--- src/rtl/spi_regfile.sv ---
// Register file behind the SPI peripheral: CTRL, STATUS, event-FIFO window and GP storage,
// with byte-masked writes and single-cycle registered reads.
module spi_regfile #(
    parameter int RF_AWIDTH = 4,
    parameter int RF_WIDTH  = 32,
    parameter int RF_MASK   = 4
) (
    input  logic                 clk,
    input  logic                 rst_n,
    input  logic                 req,
    input  logic                 we,
    input  logic [RF_AWIDTH-1:0] addr,
    input  logic [RF_WIDTH-1:0]  wdata,
    input  logic [RF_MASK-1:0]   wmask,
    output logic [RF_WIDTH-1:0]  rdata,
    output logic                 rvalid,
    output logic [RF_WIDTH-2:0]  ctrl,
    output logic                 fifo_rst_n,
    output logic                 fifo_rd_en,
    input  logic [RF_WIDTH-1:0]  fifo_rdata,
    input  logic [9:0]           fifo_numel
);
    localparam int DEPTH = 1 << RF_AWIDTH;
    localparam logic [RF_AWIDTH-1:0] ADDR_CTRL   = RF_AWIDTH'(0);
    localparam logic [RF_AWIDTH-1:0] ADDR_STATUS = RF_AWIDTH'(1);
    localparam logic [RF_AWIDTH-1:0] ADDR_FIFO   = RF_AWIDTH'(2);

    logic [RF_WIDTH-1:0] word_q [DEPTH];
    logic [RF_WIDTH-1:0] rdata_reg, rdata_next, status_word;
    logic                rvalid_reg, fifo_rd_en_reg, fifo_rst_n_reg, underflow_reg;
    logic                wr_req, rd_req, ctrl_pulse, uf_set, uf_clr;

    assign wr_req     = req & we;
    assign rd_req     = req & ~we;
    assign ctrl_pulse = wr_req & (addr == ADDR_CTRL) & wmask[0] & wdata[0];
    assign uf_set     = rd_req & (addr == ADDR_FIFO) & (fifo_numel == 10'd0);
    assign uf_clr     = ctrl_pulse | (wr_req & (addr == ADDR_STATUS) & wmask[2] & wdata[16]);

    genvar gi;
    generate
        for (gi = 0; gi < DEPTH; gi++) begin : g_word
            if (gi == 1 || gi == 2) begin : g_none
                assign word_q[gi] = '0;
            end else begin : g_store
                // CTRL bit 0 is a command strobe, never stored.
                localparam logic [RF_WIDTH-1:0] KEEP =
                    (gi == 0) ? {{(RF_WIDTH-1){1'b1}}, 1'b0} : {RF_WIDTH{1'b1}};
                logic [RF_WIDTH-1:0] store_reg;
                always_ff @(posedge clk or negedge rst_n) begin
                    if (!rst_n) begin
                        store_reg <= '0;
                    end else if (wr_req && addr == RF_AWIDTH'(gi)) begin
                        for (int b = 0; b < RF_MASK; b++) begin
                            if (wmask[b]) begin
                                store_reg[8*b +: 8] <= wdata[8*b +: 8] & KEEP[8*b +: 8];
                            end
                        end
                    end
                end
                assign word_q[gi] = store_reg;
            end
        end
    endgenerate

    always_comb begin
        status_word       = '0;
        status_word[16]   = underflow_reg;
        status_word[9:0]  = fifo_numel;
    end

    always_comb begin
        rdata_next = word_q[addr];
        case (addr)
            ADDR_STATUS: rdata_next = status_word;
            ADDR_FIFO:   rdata_next = (fifo_numel != 10'd0) ? fifo_rdata : '0;
            default:     rdata_next = word_q[addr];
        endcase
    end

    always_ff @(posedge clk or negedge rst_n) begin
        if (!rst_n) begin
            rdata_reg      <= '0;
            rvalid_reg     <= 1'b0;
            fifo_rd_en_reg <= 1'b0;
            fifo_rst_n_reg <= 1'b0;
            underflow_reg  <= 1'b0;
        end else begin
            rvalid_reg     <= rd_req;
            fifo_rd_en_reg <= rd_req & (addr == ADDR_FIFO) & (fifo_numel != 10'd0);
            fifo_rst_n_reg <= ~ctrl_pulse;
            if (rd_req) begin
                rdata_reg <= rdata_next;
            end
            // A pop on an empty FIFO in the same cycle as a clear keeps the flag set.
            if (uf_set) begin
                underflow_reg <= 1'b1;
            end else if (uf_clr) begin
                underflow_reg <= 1'b0;
            end
        end
    end

    assign rdata      = rdata_reg;
    assign rvalid     = rvalid_reg;
    assign fifo_rd_en = fifo_rd_en_reg;
    assign fifo_rst_n = fifo_rst_n_reg;
    assign ctrl       = word_q[0][RF_WIDTH-1:1];
endmodule

--- config.mk ---
export PLATFORM = sky130hd
export DESIGN_NAME = spi_regfile
export DESIGN_NICKNAME = d
export VERILOG_FILES = /design/src/rtl/spi_regfile.sv
export SDC_FILE = /design/constraint.sdc
export NUM_CORES = 1
export LEC_CHECK = 0
export CAP_MARGIN = 10
export CORE_MARGIN = 4
export CORE_UTILIZATION = 40
export DETAILED_ROUTE_END_ITERATION = 12
export PLACE_DENSITY_LB_ADDON = 0.2
export SLEW_MARGIN = 5
export SYNTH_ARGS = -nofsm -noshare
export SYNTH_HDL_FRONTEND = slang
export SYNTH_SLANG_ARGS = --single-unit
export TNS_END_PERCENT = 50
--- constraint.sdc ---
create_clock -name clk -period 1.8 [get_ports clk]
set_input_delay 0.27 -clock clk [delete_from_list [all_inputs] [get_ports clk]]
set_output_delay 0.27 -clock clk [all_outputs]
set_load 0.01 [all_outputs]
==> results.toml <==
[global_routing]
grt_antenna_before_repair = 0
grt_overflow = 0
first_global_vias = 15731
groute.usage.overall = 0.209
grt_max_degree = 75
grt_pass1_wl_um = 96100

[die]
num_rows = 85
coreArea_um2 = 54100
fp.dieH_um = 242
die_area_um2 = 58800
ios = 152
die_width_um = 242
initial_core_util = 0.406

[cells_and_area]
final_common_cell = "dfrtp_1"
final.fill_count = 4579
largest_register_ffs = 447
syn_to_final_growth_pct = 28.8
final_cells = 2671
post-route-util = 0.523
fin_nets = 2021
diodes = 0
most-common-layout-cells = "dfrtp_1 (483), mux2_2 (417), buf_4 (130), mux2i_1 (129), clkdlybuf4s50_1 (99)"
drive_above_1_share = 0.403

[clock_tree]
clock_path_buffers = 3
clock-root-buffer = "clkbuf_16"
path_clk_slew_ns = 0.06
cts_tree = "built"
cts_sinks = 483
clock_latency_ns = 0.58
numCtsBuffers = 51
htree_levels = 2

[sta]
fmax_mhz = 572
worst_slack_ns = 0.0514
period_needed_ns = 1.75
fin_skew_ns = 0.0127
rsz0062_at_grt = "false"
finalCritPeriodShare = 0.971
finalSetupTns_ns = 0
relSlewSlack = 0.599
hold_viol_final = 0
worst_pin_slew_ns = 0.599
maxSlewViolCount = 0
setup_viol = 0

[yosys]
ys_ff_latch = 483
synth.distinct_cells = 41
yosysWarnings = 0
syn_inst = 1627
syn_nets = 1713
netlist_area_um2 = 22000
synth_top_area_frac = 0.550
avgSynthCellArea_um2 = 13.5
synth.area.top_cells = "dfrtp_1 (55%), mux2_2 (21%), mux2i_1 (5.9%), mux4_2 (3.3%), mux2_1 (1.5%)"
synth_seq_area_share = 0.550
yosysTopAreaCell = "dfrtp_1"

[worst_setup_path]
worst-path-buf-inv = 1
critPathLaunchType = "flip-flop"
r2r-start = "g_word[0].g_store.store_reg[22]"
worst-path-stages = 1
slowest_delay_ns = 0.55
reg2regPathDepth = 6
endpoint_kind = "output pin"
required_ns = 1.53
crit_type = "reg -> out"
timing.rr.end = "rdata[22]"
worstPathArrival_ns = 1.48
crit_fanout = 2
worstPathCellList = "clkdlybuf4s50_1"
startpoint = "rdata[17]"
cp-endpoint = "rdata[17]"
critPathSlowestCell = "clkdlybuf4s50_1"
cp_top_family = "buffers and inverters"
reg2reg_slack_ns = 0.26

[job]
maxCapViolCount = 0

[routing]
drc = 0
first_pass_iters = 4
vias_per_cell = 5.50
vias = 14699
wire_per_inst_um = 22.9
drt_iter0_drc = 858
wl_um = 61200
antenna_left = 0

[power_and_ir_drop]
p_per_area_nw_per_um2 = 991
p_leak_nw = 13.5
vdd_drop_max_v = 0.000549

[placement]
io_buffers = 151
dp.cells = 2575
gp_congestion = 0.791
dpl_worst_slack_ns = -0.666
dpl.hpwl_um = 41200

[status]
status = "finished, final reports clean"

[worst_hold_path]
hp-class = "in -> async"
[metal layers]
layer | share of wire | vias to the layer above | wire, um | track usage
li1 | - | 6626 | - | -
met1 | 0.47 | 7659 | 28700 | 0.301
met2 | 0.46 | 329 | 28300 | 0.331
met3 | 0.048 | 85 | 2960 | 0.0385
met4 | 0.020 | 0 | 1250 | 0.0490
met5 | 0 | - | 0 | 0
[how the worst min path moves through the flow]
stage | cells past startpoint | end | from | slack [ns]
after floorplan | 0 | fifo_rd_en | rst_n | -0.03
after global placement | 1 | g_word[12].g_store.store_reg[4] | rst_n | 0.21
after detailed placement | 1 | g_word[0].g_store.store_reg[3] | rst_n | 0.22
after CTS | 2 | g_word[3].g_store.store_reg[1] | rst_n | 0.19
after global routing | 2 | g_word[0].g_store.store_reg[4] | rst_n | 0.22
final | 2 | g_word[3].g_store.store_reg[1] | rst_n | 0.20
[stage by stage]
| stage | power, mW | hold slack (ns) | area (um^2) |
|---|---|---|---|
| after detailed placement | 17.2 | 0.218 | 26500 |
| after CTS | 28.4 | 0.193 | 28300 |
| after floorplan | 15.3 | -0.0256 | 22000 |
| after global routing | 29.3 | 0.216 | 28300 |
| after global placement | 17.0 | 0.211 | 26500 |
| final | 28.1 | 0.201 | 28300 |
[power breakdown]
group          leakage [nW]  switching (mW)  internal [mW]
Sequential             6.37           0.725           12.3
Clock                 0.887            4.36           6.79
Combinational          6.22            1.69           2.20
[cell usage after synthesis]
cell type / n
dfrtp_1: 483
mux2_2: 417
mux2i_1: 129
clkbuf_1: 66
nor2_1: 64
a21oi_1: 61
nand2_1: 61
o22ai_1: 43
mux4_2: 32
nand3_1: 32
nor4_1: 32
or3b_2: 32
o21ai_0: 31
a22oi_1: 30
buf_2: 30
mux2_1: 30
inv_1: 13
buf_1: 5
buf_6: 5
nand2b_1: 4
buf_4: 3
nand3b_1: 2
nand4b_1: 2
o211ai_1: 2
or2_1: 2
a2111oi_0: 1
a311o_1: 1
a31o_1: 1
a31oi_4: 1
a32oi_1: 1
and2_0: 1
and2_1: 1
nand4_1: 1
nor3_1: 1
nor3_2: 1
nor3_4: 1
nor3b_1: 1
o32ai_1: 1
or3_1: 1
or4b_1: 1
or4b_4: 1
[cell families (layout without fill, tap and decap cells)]
| group | after synthesis | count (layout) | share of synthesized area |
|---|---|---|---|
| mux | 608 | 608 | 0.321 |
| flops | 483 | 483 | 0.550 |
| buf+inv | 122 | 470 | 0.0248 |
| compound gates | 173 | 173 | 0.0471 |
| simple gates | 241 | 241 | 0.0577 |
[area by class of cell]
type                    instances  area, um^2  area share
well taps                     696         871      0.0307
multi-input cells            1022        9390       0.331
clock inverters                27         343      0.0121
repair buffers                364        4140       0.146
inverters                      13        48.8     0.00172
clock buffers                  66        1450      0.0510
flip-flops and latches        483       12100       0.427
[what timing repair did]
item / 4_1_cts / 5_1_grt
setup endpoints to repair: 43 / 162
hold buffers: 1 / 0
hold endpoints to repair: 100 / 0
resized for setup: 43 / 12
setup buffers: 2 / 0
Power figures use the tool's default switching activity.
